## config.mk

```make
export PLATFORM = sky130hd
export DESIGN_NAME = reg_dump_tx_flat
export DESIGN_NICKNAME = d
export VERILOG_FILES = /design/src/rtl/reg_dump_tx_pkg.sv /design/src/rtl/reg_dump_tx_if.sv /design/src/rtl/reg_dump_tx_shadow.sv /design/src/rtl/reg_dump_tx.sv /design/src/flat_wrapper.sv
export SDC_FILE = /design/constraint.sdc
export NUM_CORES = 2
export LEC_CHECK = 0
export CAP_MARGIN = 20
export CORE_AREA = 4 4 414 416
export DETAILED_ROUTE_END_ITERATION = 8
export DIE_AREA = 0 0 418 420
export MAX_ROUTING_LAYER = met4
export SYNTH_ARGS = -nofsm -noshare
export SYNTH_HDL_FRONTEND = slang
export SYNTH_SLANG_ARGS = --single-unit
```

## constraint.sdc

```tcl
create_clock -name clk -period 5.4 [get_ports clk]
set_input_delay 1.08 -clock clk [delete_from_list [all_inputs] [get_ports clk]]
set_output_delay 1.08 -clock clk [all_outputs]
set_load 0.01 [all_outputs]
```

## src/rtl/reg_dump_tx_pkg.sv

```systemverilog
// reg_dump_pkg: shared FSM states, frame defaults and frame-size helpers for reg_dump_tx.
package reg_dump_pkg;
   typedef enum logic [1:0] {IDLE, SEND, CHK} state_t;
   localparam logic [7:0] SYNC_BYTE_DEF = 8'hA5;
   function automatic int frame_bytes(input int num_regs, input int word_w = 32);
      return 2 + (word_w / 8) * (num_regs + 1) + 1;
   endfunction
   function automatic int idx_w(input int num_regs, input int word_w = 32);
      return $clog2(frame_bytes(num_regs, word_w));
   endfunction
endpackage

```

## src/rtl/reg_dump_tx_if.sv

```systemverilog
// reg_dump_tx_if: valid/ready byte stream from the dump stage to its sink.
interface reg_dump_tx_if;
   logic [7:0] tx_data;
   logic       tx_valid;
   logic       tx_ready;
   modport master (output tx_data, tx_valid, input tx_ready);
   modport slave (input tx_data, tx_valid, output tx_ready);
endinterface

```

## src/rtl/reg_dump_tx_shadow.sv

```systemverilog
// reg_dump_shadow: one-cycle capture of inst + registers, with an MSB-first byte selector.
module reg_dump_shadow #(
   parameter int NUM_REGS = 32,
   parameter int WORD_W   = 32,
   parameter int SEL_W    = 8
) (
   input  logic                       clk,
   input  logic                       rst_n,
   input  logic                       load,
   input  logic [NUM_REGS*WORD_W-1:0] regs_flat,
   input  logic [WORD_W-1:0]          inst,
   input  logic [SEL_W-1:0]           sel,
   output logic [7:0]                 byte_out
);
   localparam int BPW = WORD_W / 8;
   localparam int WI  = $clog2(NUM_REGS + 1);
   logic [WORD_W-1:0] words [NUM_REGS+1];
   logic [WI-1:0]     w;
   int                b;
   // word 0 is the instruction, words 1..NUM_REGS are reg0..reg(NUM_REGS-1)
   always_ff @(posedge clk or negedge rst_n)
      if (!rst_n) for (int i = 0; i <= NUM_REGS; i++) words[i] <= '0;
      else if (load) begin
         words[0] <= inst;
         for (int i = 0; i < NUM_REGS; i++) words[i+1] <= regs_flat[i*WORD_W +: WORD_W];
      end
   always_comb begin
      w        = WI'(int'(sel) / BPW);
      b        = int'(sel) % BPW;
      byte_out = 8'(words[w] >> (8 * (BPW - 1 - b)));
   end
endmodule

```

## src/rtl/reg_dump_tx.sv

```systemverilog
// reg_dump_tx: snapshots CPU registers and streams them as a framed, XOR-checksummed byte sequence.
module reg_dump_tx
   import reg_dump_pkg::*;
#(
   parameter int         NUM_REGS  = 32,
   parameter int         WORD_W    = 32,
   parameter logic [7:0] SYNC_BYTE = SYNC_BYTE_DEF
) (
   input  logic                       clk,
   input  logic                       rst_n,
   input  logic [NUM_REGS*WORD_W-1:0] regs_flat,
   input  logic [WORD_W-1:0]          inst,
   input  logic                       snap_req,
   reg_dump_tx_if.master              tx,
   output logic                       busy,
   output logic                       done,
   output logic                       overrun,
   output logic [7:0]                 seq
);
   localparam int FB = frame_bytes(NUM_REGS, WORD_W);
   localparam int IW = idx_w(NUM_REGS, WORD_W);
   state_t        state;
   logic [IW-1:0] idx;
   logic [7:0]    acc;
   logic [7:0]    sbyte;
   logic          hs;
   logic          last;
   assign hs   = tx.tx_valid && tx.tx_ready;
   assign last = idx == IW'(FB - 2);
   // tx_data is registered, so the selector looks one byte ahead: frame byte idx+1 is shadow byte idx-1
   reg_dump_shadow #(.NUM_REGS(NUM_REGS), .WORD_W(WORD_W), .SEL_W(IW)) u_shadow (
      .clk      (clk),
      .rst_n    (rst_n),
      .load     (state == IDLE && snap_req),
      .regs_flat(regs_flat),
      .inst     (inst),
      .sel      (idx - IW'(1)),
      .byte_out (sbyte)
   );
   always_ff @(posedge clk or negedge rst_n)
      if (!rst_n) begin
         state       <= IDLE;
         idx         <= '0;
         acc         <= '0;
         tx.tx_data  <= '0;
         tx.tx_valid <= 1'b0;
         busy        <= 1'b0;
         done        <= 1'b0;
         overrun     <= 1'b0;
         seq         <= '0;
      end else begin
         done <= 1'b0;
         if (snap_req && state != IDLE) overrun <= 1'b1;
         case (state)
            IDLE: if (snap_req) begin
               state       <= SEND;
               idx         <= '0;
               acc         <= '0;
               tx.tx_data  <= SYNC_BYTE;
               tx.tx_valid <= 1'b1;
               busy        <= 1'b1;
            end
            SEND: if (hs) begin
               idx        <= idx + 1'b1;
               acc        <= acc ^ tx.tx_data;
               tx.tx_data <= last ? acc ^ tx.tx_data : (idx == '0 ? seq : sbyte);
               if (last) state <= CHK;
            end
            CHK: if (hs) begin
               state       <= IDLE;
               tx.tx_data  <= '0;
               tx.tx_valid <= 1'b0;
               busy        <= 1'b0;
               done        <= 1'b1;
               seq         <= seq + 8'd1;
            end
            default: state <= IDLE;
         endcase
      end
endmodule

```

## src/flat_wrapper.sv

```systemverilog
// flat-port wrapper written by rule: the top's interface ports become plain ports
module reg_dump_tx_flat import reg_dump_pkg::*;
#(
   parameter int         NUM_REGS  = 32,
   parameter int         WORD_W    = 32,
   parameter logic [7:0] SYNC_BYTE = SYNC_BYTE_DEF
)
  (clk, rst_n, regs_flat, inst, snap_req, busy, done, overrun, seq, tx_tx_data, tx_tx_valid, tx_tx_ready);
  reg_dump_tx_if tx_i ();
  input  logic clk;
  input  logic rst_n;
  input  logic [NUM_REGS*WORD_W-1:0] regs_flat;
  input  logic [WORD_W-1:0] inst;
  input  logic snap_req;
  output logic busy;
  output logic done;
  output logic overrun;
  output logic [7:0] seq;
  output wire logic [$bits(tx_i.tx_data)-1:0] tx_tx_data;
  output wire logic [$bits(tx_i.tx_valid)-1:0] tx_tx_valid;
  input wire logic [$bits(tx_i.tx_ready)-1:0] tx_tx_ready;
  assign tx_tx_data = tx_i.tx_data;
  assign tx_tx_valid = tx_i.tx_valid;
  assign tx_i.tx_ready = tx_tx_ready;
  reg_dump_tx #(.NUM_REGS(NUM_REGS), .WORD_W(WORD_W), .SYNC_BYTE(SYNC_BYTE)) u_core (.clk(clk), .rst_n(rst_n), .regs_flat(regs_flat), .inst(inst), .snap_req(snap_req), .tx(tx_i), .busy(busy), .done(done), .overrun(overrun), .seq(seq));
endmodule
```

==> flow_metrics.env <==
export IMPL_ys_ff_latch=1093
export IMPL_holdWs_ns=0.376
export IMPL_start_util_pct=30.4
export IMPL_wl_per_cell_microns=28.0
export IMPL_min_period_over_period_pct=90.2
export IMPL_period_needed_ns=4.87
export IMPL_worstPathRequired_ns=6.09
export IMPL_vias=47697
export IMPL_grt_overflow=0
export IMPL_die_w_microns=418
export IMPL_netlist_area_sq_um=50900
export IMPL_cts_hold_fix_buffers=0
export IMPL_place_inst=8911
export IMPL_critical_path_class="reg -> reg"
export IMPL_syn_mean_instance_area_sq_um=8.65
export IMPL_grt_pass1_wl_microns=355000
export IMPL_cts_tree="built"
export IMPL_ios=1080
export IMPL_fin_tns_setup_ns=0
export IMPL_max_slew_margin_pct=16.8
export IMPL_post_cts_setup_buffers=0
export IMPL_dp_hpwl_microns=198000
export IMPL_worst_slew_pin_slew_ns=1.23
export IMPL_cpMaxStageDelayCell="a211oi_1"
export IMPL_viasPerCell=5.19
export IMPL_critPathMaxFanout=50
export IMPL_drt_iter0_markers=5571
export IMPL_async_flop_share_pct=100
export IMPL_hold_class="in -> async"
export IMPL_ys_warn_count=0
export IMPL_worstPathCellList="inv_1, ha_1, nor3b_4, xor2_4, buf_12, mux4_2, nand2_1, a21oi_1, a31oi_1, a211oi_1, o21ai_0, buf_4, a31oi_1"
export IMPL_clockBufferDepth=3
export IMPL_stdcell_count=9194
export IMPL_postRouteAntennaNets=0
export IMPL_ir_drop_mv=0.443
export IMPL_setup_violations=0
export IMPL_crit_path_max_incr_delay_ns=0.58
export IMPL_status="complete, no violations"
export IMPL_chipHeight_microns=420
export IMPL_clkTransAtPathRegs_ns=0.06
export IMPL_ys_flop_type="dfrtp_1"
export IMPL_synth_seq_area_share_pct=53.7
export IMPL_cts_sinks=1093
export IMPL_syn_inst=5883
export IMPL_place_area_sq_um=64200
export IMPL_grt_max_degree=181
export IMPL_clockRootBuffer="clkbuf_16"
export IMPL_area_growth_synth_to_final_pct=35.3
export IMPL_r2r_slack_ns=0.53
export IMPL_hold_viol=0
export IMPL_post_route_cell_area_sq_um=68800
export IMPL_num_rows=150
export IMPL_fin_skew_ns=0.0174
export IMPL_io_buffer_count=1079
export IMPL_end_kind="flop"
export IMPL_drv_cap=0
export IMPL_synth_net_count=6952
export IMPL_fin_nets=7908
export IMPL_ctsResizeCount=0
export IMPL_p_per_area_nw_per_um2=673
export IMPL_routed_wirelength_microns=257000
export IMPL_grt_pass1_vias=47190
export IMPL_cp_start_kind="flop"
export IMPL_fmax_mhz=205
export IMPL_dieArea_sq_um=176000
export IMPL_core_area_sq_um=167000
export IMPL_htree_levels=4
export IMPL_crit_top_cell="a31oi_1"
export IMPL_p_leak_nw=33.3
export IMPL_remaining_drc_errors=0
export IMPL_drive_gt1_share_pct=7.53
export IMPL_grt_antenna_before_repair=65
export IMPL_cts_buffers=130
export IMPL_synth_edf_count=0
export IMPL_grt_total_usage_pct=29.2
export IMPL_synth_cell_type_count=80
export IMPL_insertion_delay_ns=0.77
export IMPL_rsz0062_at_grt="false"
export IMPL_place_congestion=0.981
export IMPL_timing_critical_path_arrival_ns=5.55
export IMPL_first_pass_iters=6
export IMPL_slew_viol_final=0
[cells by family (layout without fill, tap and decap cells)]
group / count (synthesis) / after routing / share of synthesized area, %
AO/OA/AOI/OAI: 355 / 355 / 4.69
XOR/XNOR: 24 / 24 / 0.465
adder cells (fa/ha/maj): 9 / 9 / 0.221
buffers and inverters: 389 / 1447 / 3.58
flip-flops: 1093 / 1093 / 53.7
multiplexers: 268 / 268 / 8.94
other: 0 / 49 / 0
AND/OR/NAND/NOR: 3745 / 3745 / 28.4
[synthesized netlist by cell type, types with 6 or more instances]
master | instances | share of area, %
buf_6 | 25 | 0.55
or4_1 | 6 | 0.088
a31oi_1 | 26 | 0.32
nand4_1 | 18 | 0.22
a32oi_1 | 14 | 0.24
a311oi_1 | 8 | 0.14
mux2_2 | 13 | 0.29
a2111oi_0 | 9 | 0.15
buf_4 | 26 | 0.38
nor4_1 | 11 | 0.14
mux2i_1 | 108 | 2.1
buf_2 | 35 | 0.34
inv_1 | 12 | 0.088
xor2_1 | 8 | 0.14
clkbuf_1 | 271 | 2.0
xnor2_1 | 14 | 0.24
nand2_1 | 3489 | 26
dfrtp_1 | 1093 | 54
o22ai_1 | 33 | 0.41
nor2_1 | 67 | 0.49
o21ai_0 | 64 | 0.63
ha_1 | 9 | 0.22
a221oi_1 | 17 | 0.29
mux4_2 | 144 | 6.4
a211oi_1 | 11 | 0.16
and3_1 | 9 | 0.11
o221ai_1 | 10 | 0.17
a21oi_1 | 88 | 0.87
nor3_1 | 13 | 0.13
o2111ai_1 | 10 | 0.17
nand3_1 | 102 | 1.0
buf_1 | 17 | 0.13
[metal layers]
layer	vias to the layer above	share of wire, %	global-route usage [%]	wire (microns)
li1	20926	-	-	-
met1	23924	41	37.9	106000
met4	0	6.3	16.7	16200
met2	2310	45	42.8	116000
met3	537	7.4	5.58	18900
met5	-	0	-	0
[report_power, final]
| part | leakage [nW] | internal (W) | total, W | switching, W |
|---|---|---|---|---|
| Sequential | 13.5 | 0.0122 | 0.0156 | 0.00338 |
| Combinational | 17.6 | 0.00776 | 0.0213 | 0.0136 |
| Clock | 2.23 | 0.00566 | 0.00941 | 0.00376 |
[metrics by stage]
step                utilization (%)  power, W  worst slack, ns
floorplan                         -    0.0268             1.62
global placement               38.4    0.0364            0.699
detailed placement             38.4    0.0366            0.667
CTS                            41.1    0.0462            0.634
global route                   41.2    0.0486            0.405
finish                         41.2    0.0463            0.531
[critical path, delay by kind of cell, from the launching register on]
kind                     cells  cell delay, ns
flip-flops                   1            0.54
buffers and inverters        3            0.88
adder cells (fa/ha/maj)      1            0.21
AND/OR/NAND/NOR              2            0.55
AO/OA/AOI/OAI                5            1.76
multiplexers                 1            0.28
XOR/XNOR                     1            0.48
[final timing paths]
path / from / to / cells past startpoint
max in group asynchronous: rst_n / u_core.u_shadow.words[458] / 2
max: u_core.idx[1] / u_core.tx.tx_data[5] / 13
min reg2reg: u_core.overrun / u_core.overrun / 1
min in group clk: u_core.overrun / u_core.overrun / 1
max reg2reg: u_core.idx[1] / u_core.tx.tx_data[5] / 13
min: rst_n / u_core.u_shadow.words[155] / 1
[placed cells by master (no fill, tap or decap), types with 49 or more instances in the layout]
cell             netlist  routed
nand2_1             3489    3488
clkbuf_16              0     135
buf_4                 26      86
o21ai_0               64      64
clkdlybuf4s50_1        0    1078
mux4_2               144     144
nor2_1                67      56
diode_2                0      49
a21oi_1               88      88
dfrtp_1             1093    1091
mux2i_1              108     108
nand3_1              102     102
[flip-flops by register name, summed over array words and instances, names as in the netlist]
name and cells:
u_core.u_shadow.words 1056, u_core.acc 8, u_core.idx 8, u_core.seq 8
u_core.tx.tx_data 8, u_core.state 2, u_core.done 1, u_core.overrun 1
u_core.tx.tx_valid 1
[area by class of cell]
class	instances	area, sq um
Fill cell	16653	98400
Sequential cell	1093	27400
Multi-Input combinational cell	4401	21900
Timing Repair Buffer	1200	12200
Clock buffer	190	3860
Tap cell	2204	2760
Clock inverter	44	672
Antenna cell	49	123
Inverter	13	48.8
Note: power is estimated with default switching activity, not from simulation.
